[src/rtl/fifo_ext.sv]
// Single-clock synchronous FIFO with showahead/normal read modes, optional output register,
// synchronous flush and sticky overflow/underflow flags (enabled by FIFO_EXT_ERR_FLAGS_EN).
module fifo_ext #(
  parameter int unsigned DWIDTH             = 32,
  parameter int unsigned AWIDTH             = 4,
  parameter bit          SHOWAHEAD          = 1'b1,
  parameter int unsigned ALMOST_FULL_VALUE  = 12,
  parameter int unsigned ALMOST_EMPTY_VALUE = 4,
  parameter bit          REGISTER_OUTPUT    = 1'b0
) (
  input  logic              clk_i,
  input  logic              arstn_i,
  input  logic              flush_i,
  input  logic [DWIDTH-1:0] data_i,
  input  logic              wrreq_i,
  input  logic              rdreq_i,
  input  logic              err_clr_i,
  output logic [DWIDTH-1:0] q_o,
  output logic              empty_o,
  output logic              full_o,
  output logic [AWIDTH:0]   usedw_o,
  output logic              almost_full_o,
  output logic              almost_empty_o,
  output logic              ovf_o,
  output logic              udf_o
);

  localparam int unsigned Depth = 2 ** AWIDTH;
  localparam int unsigned CntW  = AWIDTH + 1;

  localparam logic [CntW-1:0] DepthCnt = CntW'(Depth);
  localparam logic [CntW-1:0] AfCnt    = CntW'(ALMOST_FULL_VALUE);
  localparam logic [CntW-1:0] AeCnt    = CntW'(ALMOST_EMPTY_VALUE);
  localparam bit              RegOut   = REGISTER_OUTPUT && !SHOWAHEAD;

  logic [DWIDTH-1:0] mem_q [Depth];
  logic [AWIDTH-1:0] wr_ptr_q, wr_ptr_d;
  logic [AWIDTH-1:0] rd_ptr_q, rd_ptr_d;
  logic [CntW-1:0]   usedw_q, usedw_d;
  logic              empty, full;
  logic              wr_en, rd_en;
  logic [DWIDTH-1:0] rd_data;

  // Flags come from the registered count, so a same-cycle read never frees space for a
  // write when full, and a same-cycle write never feeds a read when empty.
  assign empty = (usedw_q == '0);
  assign full  = (usedw_q == DepthCnt);
  assign wr_en = wrreq_i && !full && !flush_i;
  assign rd_en = rdreq_i && !empty && !flush_i;

  always_comb begin
    wr_ptr_d = wr_ptr_q;
    rd_ptr_d = rd_ptr_q;
    usedw_d  = usedw_q;
    if (flush_i) begin
      wr_ptr_d = '0;
      rd_ptr_d = '0;
      usedw_d  = '0;
    end else begin
      if (wr_en) begin
        wr_ptr_d = wr_ptr_q + 1'b1;
      end
      if (rd_en) begin
        rd_ptr_d = rd_ptr_q + 1'b1;
      end
      case ({wr_en, rd_en})
        2'b10:   usedw_d = usedw_q + 1'b1;
        2'b01:   usedw_d = usedw_q - 1'b1;
        default: usedw_d = usedw_q;
      endcase
    end
  end

  always_ff @(posedge clk_i or negedge arstn_i) begin
    if (!arstn_i) begin
      wr_ptr_q <= '0;
      rd_ptr_q <= '0;
      usedw_q  <= '0;
    end else begin
      wr_ptr_q <= wr_ptr_d;
      rd_ptr_q <= rd_ptr_d;
      usedw_q  <= usedw_d;
    end
  end

  // Register-array storage: a word written at edge N is readable combinationally in N+1.
  always_ff @(posedge clk_i) begin
    if (wr_en) begin
      mem_q[wr_ptr_q] <= data_i;
    end
  end

  assign rd_data = mem_q[rd_ptr_q];

  if (!SHOWAHEAD && RegOut) begin : g_normal_reg
    logic [DWIDTH-1:0] q_q, q_r_q;

    always_ff @(posedge clk_i or negedge arstn_i) begin
      if (!arstn_i) begin
        q_q   <= '0;
        q_r_q <= '0;
      end else begin
        if (rd_en) begin
          q_q <= rd_data;
        end
        q_r_q <= q_q;
      end
    end

    assign q_o = q_r_q;
  end else if (!SHOWAHEAD) begin : g_normal
    logic [DWIDTH-1:0] q_q;

    always_ff @(posedge clk_i or negedge arstn_i) begin
      if (!arstn_i) begin
        q_q <= '0;
      end else if (rd_en) begin
        q_q <= rd_data;
      end
    end

    assign q_o = q_q;
  end else begin : g_showahead
    // Forced to zero while empty so the output is clean out of reset.
    assign q_o = empty ? '0 : rd_data;
  end

`ifdef FIFO_EXT_ERR_FLAGS_EN
  logic ovf_q, ovf_d;
  logic udf_q, udf_d;

  // A set on the same edge as err_clr_i wins over the clear.
  always_comb begin
    ovf_d = ovf_q;
    udf_d = udf_q;
    if (err_clr_i) begin
      ovf_d = 1'b0;
      udf_d = 1'b0;
    end
    if (wrreq_i && full && !flush_i) begin
      ovf_d = 1'b1;
    end
    if (rdreq_i && empty && !flush_i) begin
      udf_d = 1'b1;
    end
  end

  always_ff @(posedge clk_i or negedge arstn_i) begin
    if (!arstn_i) begin
      ovf_q <= 1'b0;
      udf_q <= 1'b0;
    end else begin
      ovf_q <= ovf_d;
      udf_q <= udf_d;
    end
  end

  assign ovf_o = ovf_q;
  assign udf_o = udf_q;
`else
  logic unused_err_clr;
  assign unused_err_clr = err_clr_i;
  assign ovf_o          = 1'b0;
  assign udf_o          = 1'b0;
`endif

  assign empty_o        = empty;
  assign full_o         = full;
  assign usedw_o        = usedw_q;
  assign almost_full_o  = (usedw_q >= AfCnt);
  assign almost_empty_o = (usedw_q < AeCnt);

endmodule

[config.mk]
export PLATFORM = sky130hd
export DESIGN_NAME = fifo_ext
export DESIGN_NICKNAME = d
export VERILOG_FILES = /design/src/rtl/fifo_ext.sv
export SDC_FILE = /design/constraint.sdc
export NUM_CORES = 1
export LEC_CHECK = 0
export BUFFER_PORTS_ARGS = -buffer_cell sky130_fd_sc_hd__buf_2
export CAP_MARGIN = 20
export CORE_MARGIN = 2
export CORE_UTILIZATION = 55
export DETAILED_ROUTE_END_ITERATION = 16
export PLACE_DENSITY = 0.75
export REMOVE_ABC_BUFFERS = 1
export SKIP_CTS_REPAIR_TIMING = 1
export SLEW_MARGIN = 0
export SYNTH_ARGS = -nofsm -noshare
export SYNTH_HDL_FRONTEND = slang
export SYNTH_SLANG_ARGS = --single-unit
[constraint.sdc]
create_clock -name clk_i -period 2.86 [get_ports clk_i]
set_input_delay 0.858 -clock clk_i [delete_from_list [all_inputs] [get_ports clk_i]]
set_output_delay 0.858 -clock clk_i [all_outputs]
set_load 0.01 [all_outputs]
==> run_results.csv, run 1 <==
group,metric,value,unit
final_layout,postLayoutCellArea,24100,um^2
global_routing,antenna_found_initial,4,
timing,hold_viol_final,0,
clock_network,clk_path_buf_depth,3,
run,cap_viol_max_count,0,
drt,via_count,9506,
global_routing,grt_max_degree,36,
critical_path,cp-start-kind,"flip-flop",
global_routing,grt_overflow,0,
synth,avgSynthCellArea,23.4,um^2
placement,portBuffers,77,
die,row_count,70,
synth,ys_seq_area_share,76.9,%
drt,drc,0,
clock_network,numCtsBuffers,51,
synth,synth_compound_gate_area_share,0.613,%
final_layout,register_area,15700,um^2
critical_path,rrSetupSlack,0.13,ns
power_and_ir_drop,ir_worst_vdd,679,uV
timing,setup_viol,32,
timing,finalWorstSetupSlack,-0.775,ns
die,start_util,55.8,%
global_routing,grt_pass1_vias,10111,
synth,synth_mux_area_share,17.7,%
clock_network,path_clk_slew,0.06,ns
clock_network,clk_latency,0.58,ns
global_routing,gr-usage-all-layers,23.1,%
synth,ys_types,42,
final_layout,layout_common_cells,"512 x edfxtp_1, 160 x mux4_2, 63 x buf_2",
drt,wl_per_cell,28.3,um
final_layout,final_common_cell,"edfxtp_1",
clock_network,clock-sinks,525,
global_routing,grt_pass1_wl,63.9,mm
drt,drtPass1Iterations,4,
synth,async_flop_share,2.48,%
clock_network,cts_root_buf,"clkbuf_16",
clock_network,cts_tree,"built",
synth,syn_area,20400,um^2
power_and_ir_drop,p_per_area,812,nW/um^2
final_layout,drive_gt1_share,40.6,%
drt,drt_iter0_markers,693,
synth,synth_xor_xnor_area_share,0.423,%
placement,place_area,22200,um^2
final_layout,fin_util,65.9,%
die,dieArea,38700,um^2
synth,synthFlopType,"edfxtp_1",
synth,synth_fa_ha_area_share,0.429,%
timing,final.period_utilization,127,%
die,core-area,36600,um^2
synth,synth-edff-count,512,
timing,rsz0062_at_grt,"true",
placement,place_congestion,0.751,
timing,fin_skew,0.0163,ns
final_layout,nNetsFinal,1082,
die,die_h,197,um
outcome,status,"finished with violations",
drt,finalWirelength,43.7,mm
timing,period_needed,3.64,ns
hold_path,min_path_type,"input pin to asynchronous set/reset pin",
placement,hpwl,23.4,mm
synth,yosys_warnings,0,
drt,routed_via_density,6.16,
die,die_w,197,um
synth,synth_simple_gate_area_share,2.61,%
synth,syn_inst,871,
timing,timing.hold.ws,0.168,ns
die,ios,81,
power_and_ir_drop,leakage,7.72,nW
clock_network,cts_max_level,2,
final_layout,syn_to_final_growth,18.2,%
critical_path,crit_arrival,2.78,ns
synth,ys_seq_elements,525,
final_layout,multi_input_area,4600,um^2
drt,ant_nets,0,
timing,max_freq,275,MHz
critical_path,cp_data_required_time,2.00,ns
final_layout,fillers,2310,
critical_path,cp_max_fo,13,
timing,maxSlewViolCount,0,
critical_path,critPathKind,"flip-flop to output port",
outcome,violations,"negative setup slack",
critical_path,endpoint_kind,"output port",
synth,synth_top_family_by_area,"multiplexers",
[cell type report]
class | count | share of cell area, %
Clock inverter | 25 | 0.819
Clock buffer | 64 | 5.57
Tap cell | 468 | 2.43
Antenna cell | 2 | 0.0207
Multi-Input combinational cell | 294 | 19.0
Inverter | 4 | 0.0829
Timing Repair Buffer | 161 | 6.95
Sequential cell | 525 | 65.1
[synthesized netlist by cell type (all sizes together), types with 2 or more instances]
master	n	area (um^2)
nor3	2	10.0
clkbuf	26	97.6
inv	4	15.0
ha	7	87.6
o21ai	3	26.3
mux2i	2	20.0
nand2	10	37.5
dfrtp	13	325
a21oi	7	35.0
edfxtp	512	15400
xor2	6	60.1
a31oi	2	12.5
or3	3	18.8
xnor2	3	26.3
nor2	26	97.6
mux4	160	3600
nand3b	2	15.0
and2	33	206
buf	23	145
and3	5	31.3
nand3	6	30.0
or4	2	18.8
[state kept, by name (all words and copies together) (netlist names)]
register	cells
wr_ptr_q	4
mem_q	512
rd_ptr_q	4
usedw_o	5
[layer usage]
| metal | part of all wire (%) | global-route usage, % | wire length, um | up-vias |
|---|---|---|---|---|
| met5 | 0.071 | 0 | 31 | - |
| met4 | 2.2 | 6.63 | 950 | 4 |
| met3 | 5.9 | 4.38 | 2590 | 65 |
| met2 | 52 | 39.8 | 22900 | 318 |
| met1 | 39 | 30.7 | 17200 | 5093 |
| li1 | - | - | - | 4026 |
[kinds of logic after synthesis]
group	after synthesis
buffers and inverters	53
DFF	525
xor gates and xnor gates	9
AOI/OAI and AO/OA	18
adders and majority gates	7
muxes	162
other	1
and+or+nand+nor	96
[per-stage QoR]
step | power [mW] | worst slack [ns] | instances | setup TNS [ns]
floorplan | 11.2 | -4.29 | 823 | -302.18
global placement | 12.8 | -0.140 | 1439 | -2.79
detailed placement | 12.9 | -0.144 | 1439 | -3.04
CTS | 19.1 | -0.827 | 1528 | -24.07
global route | 20.3 | -0.835 | 1542 | -24.97
finish | 19.6 | -0.775 | 1543 | -22.21
[final timing paths]
check                         endpoint  depth (start not counted)         from
hold / removal              usedw_o[4]                          1      arstn_i
setup reg to reg            usedw_o[4]                         11   usedw_o[0]
max in group asynchronous  rd_ptr_q[1]                          1      arstn_i
hold reg to reg             usedw_o[2]                          2   usedw_o[2]
min in group clk_i          usedw_o[2]                          2   usedw_o[2]
setup / recovery               q_o[17]                          6  rd_ptr_q[0]
[critical path, cell delays in order (launching register included)]
cell and delay (ns):
dfrtp_4 0.47, buf_12 0.19, buf_6 0.16, mux4_2 0.52, mux4_2 0.47, and2_1 0.20
buf_2 0.15
[where the power goes]
group | switching (mW) | leakage, nW | internal [mW]
clock network | 2.72 | 0.764 | 3.51
logic | 2.11 | 2.17 | 2.64
registers | 0.0731 | 4.78 | 8.55
total | 4.91 | 7.72 | 14.7
Power figures use the tool's default switching activity.
==> run 2: changes to the inputs <==
--- a/config.mk
+++ b/config.mk
@@ -7,12 +7,14 @@
 export LEC_CHECK = 0
 export BUFFER_PORTS_ARGS = -buffer_cell sky130_fd_sc_hd__buf_2
 export CAP_MARGIN = 20
+export CORE_ASPECT_RATIO = 2
 export CORE_MARGIN = 2
 export CORE_UTILIZATION = 55
 export DETAILED_ROUTE_END_ITERATION = 16
 export PLACE_DENSITY = 0.75
 export REMOVE_ABC_BUFFERS = 1
 export SKIP_CTS_REPAIR_TIMING = 1
+export SKIP_LAST_GASP = 1
 export SLEW_MARGIN = 0
 export SYNTH_ARGS = -nofsm -noshare
 export SYNTH_HDL_FRONTEND = slang
==> run_results.csv, run 2 (synthesis results as in run 1) <==
group,metric,value,unit
outcome,status,"finished with violations",
outcome,violations,"negative setup slack",
timing,worst_pin_slew,0.494,ns
clock_network,cts_root_buf,"clkbuf_16",
critical_path,path_cells,"buf_12 > buf_4 > mux4_2 > mux4_2 > and2_1 > buf_2",
critical_path,rrSetupSlack,0.19,ns
placement,hpwl,25.4,mm
timing,maxSlewViolCount,0,
timing,fin_setup_tns,-22.20,ns
clock_network,clk_path_buf_depth,3,
drt,routed_via_density,6.31,
drt,drc,0,
timing,rsz0062_at_grt,"true",
die,start_util,55.9,%
clock_network,path_clk_slew,0.07,ns
critical_path,cp_common_cell,"mux4_2",
critical_path,cpLargestDelayFamily,"multiplexers",
timing,setup_viol,32,
placement,place_congestion,0.757,
drt,ant_nets,0,
drt,wl_met3,2.21,mm
die,die_h,276,um
timing,maxSlewHeadroom,66.9,%
placement,portBuffers,77,
final_layout,final_common_cell,"edfxtp_1",
final_layout,layout_common_cells,"512 x edfxtp_1, 160 x mux4_2, 76 x buf_2",
critical_path,worst_r2r_startpoint,"usedw_o[2]",
drt,wl_per_cell,29.2,um
critical_path,crit_arrival,2.75,ns
final_layout,top_register,"mem_q",
drt,via_count,9748,
global_routing,grt_max_degree,69,
timing,hold_viol_final,0,
global_routing,antenna_found_initial,6,
timing,final.period_utilization,126,%
critical_path,reg2reg_depth,11,
power_and_ir_drop,p_per_area,799,nW/um^2
die,dieArea,38800,um^2
clock_network,clk_latency,0.57,ns
timing,fin_skew,0.0285,ns
drt,finalWirelength,45.2,mm
global_routing,grt_pass1_vias,10354,
drt,dr_wl_met2,25.5,mm
critical_path,endpoint_kind,"output port",
die,die_w,140,um
clock_network,cts_tree,"built",
critical_path,r2r-end,"usedw_o[4]",
critical_path,cp_data_required_time,2.00,ns
final_layout,nNetsFinal,1100,
timing,max_freq,277,MHz
clock_network,clock-sinks,525,
clock_network,numCtsBuffers,43,
power_and_ir_drop,leakage,7.79,nW
run,cap_viol_max_count,0,
critical_path,slowest_stage,"mux4_2",
critical_path,cp_max_fo,9,
critical_path,cp-start-kind,"flip-flop",
clock_network,cts_max_level,2,
final_layout,drive_gt1_share,41.1,%
die,row_count,99,
drt,drtPass1Iterations,5,
timing,finalWorstSetupSlack,-0.751,ns
power_and_ir_drop,ir_worst_vdd,552,uV
critical_path,worstSetupPathDepth,6,
timing,timing.hold.ws,0.202,ns
die,core-area,36500,um^2
drt,drt_iter0_markers,1017,
hold_path,min_path_type,"input pin to asynchronous set/reset pin",
critical_path,critPathCapture,"q_o[15]",
drt,routed.top_layer,"met5",
critical_path,critPathKind,"flip-flop to output port",
final_layout,largest_reg_flops,512,
drt,wl_met1,15.8,mm
die,ios,81,
final_layout,postLayoutCellArea,24200,um^2
global_routing,grt_pass1_wl,65.9,mm
critical_path,cp_num_buf_inv,3,
global_routing,gr-usage-all-layers,23.4,%
critical_path,slowest_delay,0.54,ns
timing,period_needed,3.61,ns
final_layout,syn_to_final_growth,18.6,%
power_and_ir_drop,finalPower,19.3,mW
critical_path,cp-startpoint,"rd_ptr_q[0]",
global_routing,grt_overflow,0,
placement,place_area,22400,um^2
==> run 2: layout make-up <==
cell class | count | area, um^2
flip-flops and latches | 525 | 15700
fillers | 2224 | 12300
inverters | 4 | 15.0
repair buffers | 187 | 1880
clock buffers | 54 | 1170
diodes | 3 | 7.51
clock inverters | 25 | 288
well taps | 454 | 568
multi-input cells | 294 | 4580
==> run 2: where the power goes <==
part | total (mW) | leakage, nW | internal [mW] | switching (mW)
sequential | 8.59 | 4.78 | 8.54 | 0.0499
combinational | 4.67 | 2.29 | 2.54 | 2.14
clock | 6.08 | 0.713 | 3.46 | 2.63
total | 19.3 | 7.79 | 14.5 | 4.81
==> run 2: worst min-delay path by stage <==
stage                     slack [ns]   startpoint          end  cells after the start
final                           0.20      arstn_i   usedw_o[4]                      1
after global routing            0.21      arstn_i   usedw_o[4]                      1
after floorplan                 0.56      arstn_i  rd_ptr_q[0]                      0
after CTS                       0.20      arstn_i   usedw_o[4]                      1
after detailed placement        0.63  wr_ptr_q[2]  wr_ptr_q[2]                      2
after global placement          0.60  wr_ptr_q[3]  wr_ptr_q[3]                      2
==> run 2: routing by layer <==
layer,vias up,global-route usage [%]
li1,4047,-
met1,5197,28.5
met2,394,42.2
met3,106,3.01
met4,4,9.51
met5,-,0
==> run 2: per-stage QoR <==
stage,cells,util (%),worst slack (ns)
after floorplan,823,-,-4.29
after global placement,1441,61.3,-0.226
after detailed placement,1441,61.3,-0.215
after CTS,1520,65.3,-0.817
after global routing,1545,66.3,-0.812
final,1546,66.3,-0.751
==> run 3: changes to the inputs <==
--- a/config.mk
+++ b/config.mk
@@ -11,7 +11,7 @@
 export CORE_MARGIN = 2
 export CORE_UTILIZATION = 55
 export DETAILED_ROUTE_END_ITERATION = 16
-export PLACE_DENSITY = 0.75
+export PLACE_DENSITY = 0.83
 export REMOVE_ABC_BUFFERS = 1
 export SKIP_CTS_REPAIR_TIMING = 1
 export SKIP_LAST_GASP = 1
==> run_results.csv, run 3 (synthesis results as in run 1) <==
group,metric,value,unit
outcome,status,"finished with violations",
outcome,violations,"negative setup slack",
die,start_util,55.9,%
run,cap_viol_max_count,0,
critical_path,critPathKind,"flip-flop to output port",
clock_network,clk_path_buf_depth,3,
clock_network,clk_latency,0.55,ns
drt,via_count,9807,
drt,routed_via_density,6.43,
power_and_ir_drop,combPwrFrac,24.2,%
die,core-area,36500,um^2
placement,portBuffers,77,
power_and_ir_drop,ir_worst_vdd,433,uV
final_layout,top_register,"mem_q",
power_and_ir_drop,finalPower,19.1,mW
drt,wl_per_cell,30.5,um
critical_path,slowest_delay,0.54,ns
final_layout,final_common_cell,"edfxtp_1",
critical_path,cp_data_required_time,2.00,ns
timing,setup_viol,32,
power_and_ir_drop,switchingPower,4.83,mW
final_layout,nNetsFinal,1085,
timing,final.period_utilization,126,%
global_routing,grt_pass1_wl,67.5,mm
global_routing,grt_pass1_vias,10427,
clock_network,path_clk_slew,0.07,ns
critical_path,cp-start-kind,"flip-flop",
timing,worst_pin_slew,0.514,ns
clock_network,cts_root_buf,"clkbuf_16",
power_and_ir_drop,p_per_area,796,nW/um^2
die,die_h,276,um
power_and_ir_drop,leakage,7.65,nW
clock_network,clock-sinks,525,
global_routing,grt_overflow,0,
critical_path,cp_common_cell,"mux4_2",
final_layout,largest_reg_flops,512,
drt,drc,0,
global_routing,grt_max_degree,40,
critical_path,crit_arrival,2.75,ns
timing,finalWorstSetupSlack,-0.751,ns
timing,fin_skew,0.0220,ns
placement,place_area,22400,um^2
drt,finalWirelength,46.5,mm
critical_path,slowest_stage,"mux4_2",
placement,dp_slack,-0.196,ns
drt,drtPass1Iterations,7,
die,ios,81,
power_and_ir_drop,internal_power,14.3,mW
power_and_ir_drop,power_frac_clock,30.8,%
timing,hold_viol_final,0,
drt,drt_iter0_markers,922,
critical_path,rrSetupSlack,0.16,ns
die,dieArea,38800,um^2
power_and_ir_drop,netSwitchingFraction,25.3,%
final_layout,syn_to_final_growth,17.4,%
power_and_ir_drop,pwr-share-seq,45.0,%
timing,maxSlewViolCount,0,
critical_path,endpoint_kind,"output port",
final_layout,layout_common_cells,"512 x edfxtp_1, 160 x mux4_2, 77 x buf_2",
global_routing,gr-usage-all-layers,24.0,%
die,row_count,99,
final_layout,postLayoutCellArea,24000,um^2
critical_path,cp_max_fo,12,
hold_path,min_path_type,"input pin to asynchronous set/reset pin",
timing,max_freq,277,MHz
final_layout,drive_gt1_share,39.6,%
die,die_w,140,um
drt,ant_nets,0,
timing,period_needed,3.61,ns
clock_network,numCtsBuffers,42,
placement,place_congestion,0.805,
timing,rsz0062_at_grt,"true",
clock_network,cts_max_level,2,
timing,maxSlewHeadroom,65.5,%
global_routing,antenna_found_initial,2,
placement,hpwl,26.2,mm
clock_network,cts_tree,"built",
critical_path,path_cells,"buf_12 > buf_4 > mux4_2 > mux4_2 > and2_1 > buf_2",
## run 3: power groups by stage
stage,combinational [mW],clock [mW],sequential [mW]
6_report,4.62,5.88,8.59
5_1_grt,4.92,6.17,8.60
4_1_cts,4.21,5.94,8.59
3_5_place_dp,4.16,0,8.76
3_3_place_gp,4.08,0,8.75
2_1_floorplan,2.12,0,9.11
## run 3: final timing paths
kind,from,endpoint,depth (start not counted)
min,arstn_i,wr_ptr_q[2],1
max in group asynchronous,arstn_i,rd_ptr_q[1],1
min in group clk_i,wr_ptr_q[3],wr_ptr_q[3],2
max,rd_ptr_q[0],q_o[24],6
min reg2reg,wr_ptr_q[3],wr_ptr_q[3],2
max reg2reg,usedw_o[3],usedw_o[4],11
## run 3: cell type report
cell class                      instances  area (um^2)
Timing Repair Buffer                  173         1720
Inverter                                4         15.0
Clock buffer                           51         1130
Sequential cell                       525        15700
Fill cell                            2166        12600
Clock inverter                         24          251
Tap cell                              454          568
Antenna cell                            1         2.50
Multi-Input combinational cell        294         4570
## run 3: per-stage QoR
step           utilization [%]  std cells  setup TNS [ns]  hold slack, ns
3_3_place_gp              61.2       1436           -3.20           0.595
5_1_grt                   65.6       1526          -23.85           0.230
6_report                  65.6       1526          -21.50           0.218
2_1_floorplan                -        823         -302.18           0.558
3_5_place_dp              61.2       1436           -3.91           0.611
4_1_cts                   65.0       1511          -22.78           0.206
## run 3: worst max-delay path: cells and delay by family, from the launching register on
kind                   cells  cell delay (ns)
and+or+nand+nor            1             0.21
buffers and inverters      3             0.53
DFF                        1             0.45
muxes                      2             1.01
## run 3: metal layers
layer | vias to the layer above | global-route usage, % | share of wire (%)
li1 | 4009 | - | -
met1 | 5200 | 29.2 | 35
met2 | 490 | 43.7 | 56
met3 | 106 | 2.74 | 6.0
met4 | 2 | 9.56 | 3.6
met5 | - | 0 | 0.028
